[config.mk]
export PLATFORM = sky130hd
export DESIGN_NAME = cpu_debug_ctrl
export DESIGN_NICKNAME = d
export VERILOG_FILES = /design/src/rtl/cpu_debug_ctrl_pkg.sv /design/src/rtl/cpu_debug_ctrl_btn_sync_edge.sv /design/src/rtl/cpu_debug_ctrl.sv
export SDC_FILE = /design/constraint.sdc
export NUM_CORES = 1
export LEC_CHECK = 0
export CORE_AREA = 10 10 123 125
export CTS_CLUSTER_DIAMETER = 60
export DETAILED_ROUTE_END_ITERATION = 12
export DIE_AREA = 0 0 133 135
export PLACE_DENSITY_LB_ADDON = 0.12
export SYNTH_ARGS = -nofsm -noshare
export SYNTH_HDL_FRONTEND = slang
export SYNTH_SLANG_ARGS = --single-unit
[constraint.sdc]
create_clock -name clk -period 3.3 [get_ports clk]
set_clock_uncertainty 0.15 [all_clocks]
set_input_delay 0.495 -clock clk [delete_from_list [all_inputs] [get_ports clk]]
set_output_delay 0.495 -clock clk [all_outputs]
set_load 0.005 [all_outputs]
[src/rtl/cpu_debug_ctrl_pkg.sv]
// Shared definitions for the CPU debug sequencer: FSM encoding, display
// select codes and the width of the CPU status bundle.
package cpu_debug_ctrl_pkg;

   typedef enum logic [1:0] {
      ST_HALT = 2'd0,
      ST_RUN  = 2'd1,
      ST_STEP = 2'd2,
      ST_BRK  = 2'd3
   } dbg_state_t;

   localparam logic [2:0] SEL_PC_IN  = 3'd0;
   localparam logic [2:0] SEL_PC_OUT = 3'd1;
   localparam logic [2:0] SEL_INSTR  = 3'd2;
   localparam logic [2:0] SEL_RF_RD1 = 3'd3;
   localparam logic [2:0] SEL_RF_RD2 = 3'd4;
   localparam logic [2:0] SEL_ALU_Y  = 3'd5;
   localparam logic [2:0] SEL_M_RD   = 3'd6;
   localparam logic [2:0] SEL_STATUS = 3'd7;

   // {Jump,Branch,RegDst,RegWrite,MemRead,MemtoReg,MemWrite,ALUSrc,zero,ALUOp[1:0]}
   localparam int STATUS_W = 11;

endpackage

[src/rtl/cpu_debug_ctrl_btn_sync_edge.sv]
// Multi-stage synchroniser for an asynchronous board input, giving the
// synchronised level plus a registered one-cycle pulse on its 0->1 transition.
module btn_sync_edge #(
   parameter int SYNC_STAGES = 2
) (
   input  logic clk,
   input  logic rst,
   input  logic raw,
   output logic level,
   output logic rise
);

   logic [SYNC_STAGES-1:0] sync;
   logic                   level_d;

   assign level = sync[SYNC_STAGES-1];

   // The pulse is registered so a pin edge reaches consumers SYNC_STAGES+1 clocks later.
   always_ff @(posedge clk or posedge rst) begin
      if (rst) begin
         sync    <= '0;
         level_d <= 1'b0;
         rise    <= 1'b0;
      end else begin
         sync    <= {sync[SYNC_STAGES-2:0], raw};
         level_d <= sync[SYNC_STAGES-1];
         rise    <= sync[SYNC_STAGES-1] & ~level_d;
      end
   end

endmodule

[src/rtl/cpu_debug_ctrl.sv]
// Run/step/breakpoint sequencer for the single-cycle CPU, with the shared
// inspection address counter and a registered 32-bit status display.
module cpu_debug_ctrl
   import cpu_debug_ctrl_pkg::*;
#(
   parameter int ADDR_W      = 8,
   parameter int DATA_W      = 32,
   parameter int SYNC_STAGES = 2
) (
   input  logic                clk,
   input  logic                rst,
   input  logic                run,
   input  logic                step,
   input  logic                inc,
   input  logic                dec,
   input  logic                bp_en,
   input  logic [DATA_W-1:0]   bp_addr,
   input  logic [2:0]          sel,
   input  logic [DATA_W-1:0]   pc_in,
   input  logic [DATA_W-1:0]   pc_out,
   input  logic [DATA_W-1:0]   instr,
   input  logic [DATA_W-1:0]   rf_rd1,
   input  logic [DATA_W-1:0]   rf_rd2,
   input  logic [DATA_W-1:0]   alu_y,
   input  logic [DATA_W-1:0]   m_rd,
   input  logic [STATUS_W-1:0] status,
   output logic                cpu_en,
   output logic [ADDR_W-1:0]   m_rf_addr,
   output logic [DATA_W-1:0]   disp_data,
   output logic                halted,
   output logic                bp_hit
);

   dbg_state_t        state, state_next;
   logic              run_lvl, run_rise, step_p, inc_p, dec_p;
   logic [2:0]        btn_level_unused;
   logic              bp_match;
   logic [DATA_W-1:0] disp_next;

   btn_sync_edge #(.SYNC_STAGES(SYNC_STAGES)) u_run  (.clk(clk), .rst(rst), .raw(run),  .level(run_lvl),             .rise(run_rise));
   btn_sync_edge #(.SYNC_STAGES(SYNC_STAGES)) u_step (.clk(clk), .rst(rst), .raw(step), .level(btn_level_unused[0]), .rise(step_p));
   btn_sync_edge #(.SYNC_STAGES(SYNC_STAGES)) u_inc  (.clk(clk), .rst(rst), .raw(inc),  .level(btn_level_unused[1]), .rise(inc_p));
   btn_sync_edge #(.SYNC_STAGES(SYNC_STAGES)) u_dec  (.clk(clk), .rst(rst), .raw(dec),  .level(btn_level_unused[2]), .rise(dec_p));

   // A still-set bp_hit masks the compare so resuming executes the breakpoint instruction.
   assign bp_match = bp_en && (pc_out == bp_addr) && !bp_hit;
   assign halted   = (state == ST_HALT) || (state == ST_BRK);

   always_ff @(posedge clk or posedge rst) begin
      if (rst) state <= ST_HALT;
      else     state <= state_next;
   end

   always_comb begin
      state_next = state;
      cpu_en     = 1'b0;
      case (state)
         ST_HALT: begin
            if (run_lvl)     state_next = ST_RUN;
            else if (step_p) state_next = ST_STEP;
         end
         ST_RUN: begin
            if (bp_match) begin
               state_next = ST_BRK;
            end else begin
               cpu_en = 1'b1;
               if (!run_lvl) state_next = ST_HALT;
            end
         end
         ST_STEP: begin
            cpu_en     = 1'b1;
            state_next = run_lvl ? ST_RUN : ST_HALT;
         end
         ST_BRK: begin
            if (step_p)        state_next = ST_STEP;
            else if (!run_lvl) state_next = ST_HALT;
            else if (run_rise) state_next = ST_RUN;
         end
         default: state_next = ST_HALT;
      endcase
   end

   always_ff @(posedge clk or posedge rst) begin
      if (rst)                                    bp_hit <= 1'b0;
      else if (state_next == ST_BRK)              bp_hit <= 1'b1;
      else if (state == ST_RUN || state == ST_STEP) bp_hit <= 1'b0;
   end

   always_ff @(posedge clk or posedge rst) begin
      if (rst)                 m_rf_addr <= '0;
      else if (inc_p && !dec_p) m_rf_addr <= m_rf_addr + ADDR_W'(1);
      else if (dec_p && !inc_p) m_rf_addr <= m_rf_addr - ADDR_W'(1);
   end

   always_comb begin
      disp_next = '0;
      case (sel)
         SEL_PC_IN:  disp_next = pc_in;
         SEL_PC_OUT: disp_next = pc_out;
         SEL_INSTR:  disp_next = instr;
         SEL_RF_RD1: disp_next = rf_rd1;
         SEL_RF_RD2: disp_next = rf_rd2;
         SEL_ALU_Y:  disp_next = alu_y;
         SEL_M_RD:   disp_next = m_rd;
         SEL_STATUS: disp_next = {state, bp_hit, {(DATA_W-3-STATUS_W){1'b0}}, status};
         default:    disp_next = '0;
      endcase
   end

   always_ff @(posedge clk or posedge rst) begin
      if (rst) disp_data <= '0;
      else     disp_data <= disp_next;
   end

endmodule

==> summary by stage <==
Detailed routing
The final layout contains routed wiring with a total length of 21500 um. Detailed routing inserted a total of 4795 vias. The iteration-0 DRC count of the detailed router is 205. In the final routed layout, each cell accounts on average for 22.97 um. After detailed routing, the number of remaining DRC violations is 0. The count of nets left with antenna violations once routing finished came out at 0. The number of vias per cell after detailed routing is 5.123.

The first-pass detailed-route iteration total is 4.

Global routing
The number of global-route vias before repair is 5282. The number of antenna violations at the first check in global routing is 0. Entering global routing, the biggest net connects 60 pins. The global-route total usage across every layer is 22.97%. The total congestion overflow is 0. The global-route wire length before repair is 31630 um.

Die
For this design the top-level I/O count stands at 320. Row generation in the floorplan step produced 41 rows. The horizontal die dimension is 133 um. The region available for standard cell placement spans 12570 um2.

The floorplan die area is 17960 um2. The initial utilization of the core area, before any placement, comes to 34.52%. From bottom edge to top edge, the die measures 135 um.

Clock network
The total number of H-tree levels is 3. The clock net in this run drives a total of 59 sinks. In this run the deepest clock path goes through 2 buffers. TritonCTS built the clock tree.

Clock-pin slew was measured on the worst setup and hold paths at 0.06 ns. At the later pin of the worst-skew pair, clock insertion delay measures 0.33 ns. The hold buffer count at CTS is 0.

In this run the clock root is driven by a clkbuf_16. Counting the buffers created by CTS gives 9.

Yosys
The number of standard cells after synthesis is 443. The number of synthesized flops with an enable pin is 0. The mapped netlist covers 4339 um2. The top cell type by area accounts for 34.03% of the synthesized area. Synthesis instantiated 51 different standard cells from the library. In this run the mean area of a mapped cell was 9.795 um2.

By area the synthesized netlist is led by dfrtp_1 34%, mux4_2 13%, a21oi_1 6.6%. Yosys printed 0 warnings. The number of nets in the synthesized netlist is 732. For this run, asynchronously set or reset flops after synthesis account for 100.0%. The portion of the post-synthesis area used by sequential elements is 34.03%. The post-synthesis sequential element count is 59. The most used flip-flop cell after synthesis is dfrtp_1. The cell type with the largest total area after synthesis is dfrtp_1.

Place
Routability-driven placement finished with a final weighted congestion of 0.8791. The post-detailed-placement cell area is 7722 um2. After legalization and detailed placement, the total HPWL measured 17840 um. Port buffering added 319 buffers. The worst slack at placement is -0.2708 ns.

Timing
Summed over all failing endpoints, the final setup total negative slack is 0 ns. The final worst-path setup slack is 0.2052 ns. The worst slack on hold paths is 0.1967 ns. The upper clock frequency limit is 0.3231 GHz. The final critical path time including I/O delays and setup is 3.095 ns. Setup repair after global routing left no endpoint under its margin.

Setup violations remaining at the end of the flow were counted as 0. The total count of max-transition violations in the final report is 0. For the pin with the worst max-slew slack, the measured transition is 1.066 ns. Headroom to the max-slew limit came out at 28.85%. The number of endpoints with negative hold slack in the final report came to 0. The post-route clock period utilization is 93.78%.

Critical path
In this run the register-to-register setup slack is 0.43 ns. Of all nets on the critical path, the largest fanout is 2. The type of destination of the critical path is an output pin. The worst path required time is 2.65 ns.

The path type of the worst setup path is in -> out. The startpoint class of the critical path is an input port. The arrival time reported for the critical path endpoint is 2.45 ns.

Power and ir drop
Per report_power, the combinational group accounts for 42.3% of the total. Of the total power, registers draw 28.4%. The leakage power is 3.267 nW. The worst-case IR drop observed on VDD is 265.0 uV. Of the total power, the share spent switching nets is 30.92%.

The share of total power dissipated in the clock network is 29.4%. Cell internal power was estimated by the tool at 0.002291 W. The power per cell area is 412.7 nW/um2. In this run the power spent charging and discharging nets is 0.001025 W.

Layout
Leaving out fill and tap cells, the most frequent cell in the layout is clkdlybuf4s50_1. The utilization after layout is 63.93%. The area overhead of the layout relative to synthesis is 85.18%. The summed area of non-filler cells in the final layout is 8035 um2.

At the end of the flow, the number of nets in the layout was 1048. The repair_antennas step left the layout with diodes totalling 0. Of the cells placed in the final design, the portion with a size suffix greater than 1 is 10.08%. In the layout the commonest cells are 315 x clkdlybuf4s50_1, 62 x nor2_1, 59 x dfrtp_1.

Flow run
The number of violations of the max-capacitance limit is 0.

Run status
The run finished with clean final reports.

Hold path
The tightest min-delay check is of the reg -> reg type.
[state kept, by name, summed over array words and instances (netlist names)]
register,flops
state,2
u_step.rise,1
u_dec.sync,2
u_dec.level_d,1
u_inc.rise,1
disp_data,32
u_dec.rise,1
u_run.level_d,1
u_step.sync,2
u_inc.sync,2
u_run.sync,2
bp_hit,1
m_rf_addr,8
u_step.level_d,1
u_inc.level_d,1
u_run.rise,1
[repair_timing]
action | in CTS | in global routing
pin swaps | 3 | 2
resized for setup | 2 | 2
setup buffers | 0 | 0
endpoints found under the setup margin | 1 | 1
[critical path: stages]
cell and delay [ns]:
clkdlybuf4s50_1 0.44, xor2_1 0.16, nor4_2 0.40, buf_4 0.18
nand4_1 0.21, o31ai_1 0.33, a21oi_1 0.10, clkbuf_2 0.13
[synthesized netlist by cell type (3+ instances only)]
master / number
dfrtp_1: 59
clkbuf_1: 13
mux2_1: 6
xor2_1: 30
nand2_1: 11
buf_2: 15
mux2i_1: 27
xnor2_1: 7
a22o_1: 8
o21ai_1: 10
inv_2: 3
a221oi_1: 3
inv_1: 18
a21oi_1: 57
a21boi_0: 3
mux4_2: 25
mux2_2: 8
ha_1: 11
nor4_1: 7
o22ai_1: 6
a211oi_1: 6
nor2_1: 63
nor2b_1: 4
o21ai_0: 3
[final cells by class]
class | count | area (um2)
Fill cell | 1055 | 4533
Tap cell | 172 | 215.2
Sequential cell | 59 | 1476
Clock inverter | 6 | 72.57
Inverter | 23 | 86.33
Clock buffer | 10 | 239.0
Multi-Input combinational cell | 332 | 2658
Timing Repair Buffer | 334 | 3288
[power by group through the flow]
stage | clock network, W | registers (W) | logic, W
3_5_place_dp | 0 | 0.000954 | 0.00140
5_1_grt | 0.00103 | 0.000957 | 0.00152
6_report | 0.000974 | 0.000941 | 0.00140
4_1_cts | 0.000990 | 0.000943 | 0.00141
3_3_place_gp | 0 | 0.000946 | 0.00137
2_1_floorplan | 0 | 0.000941 | 0.000637
[stage by stage]
step | cells | power, W
3_5_place_dp | 920 | 0.002355
2_1_floorplan | 443 | 0.001578
6_report | 936 | 0.003316
3_3_place_gp | 920 | 0.002311
4_1_cts | 936 | 0.003344
5_1_grt | 936 | 0.003505
[path summary, 6_finish.rpt]
check                                    start              to  cells past startpoint
worst max-delay path                 pc_out[0]          cpu_en                      8
worst min-delay path            u_step.sync[0]  u_step.sync[1]                      0
worst max register to register      u_inc.rise    m_rf_addr[7]                      9
worst min register to register  u_step.sync[0]  u_step.sync[1]                      0
max in group asynchronous                  rst   disp_data[31]                      3
min in group asynchronous                  rst    disp_data[5]                      3
[kinds of logic after synthesis]
group / synth area share [%]
fa+ha+maj: 3.633
flops: 34.03
compound gates: 17.01
mux: 22.84
buf+inv: 4.931
simple gates: 10.09
xor+xnor: 7.468
[per-layer routing]
| metal | global-route usage, % | part of all wire [%] | up-vias |
|---|---|---|---|
| met3 | 8.049 | 8.7 | 34 |
| li1 | - | - | 2247 |
| met5 | 0 | 0 | - |
| met1 | 24.24 | 37 | 2261 |
| met2 | 41.42 | 51 | 253 |
| met4 | 8.130 | 2.8 | 0 |
Power figures use the tool's default switching activity.
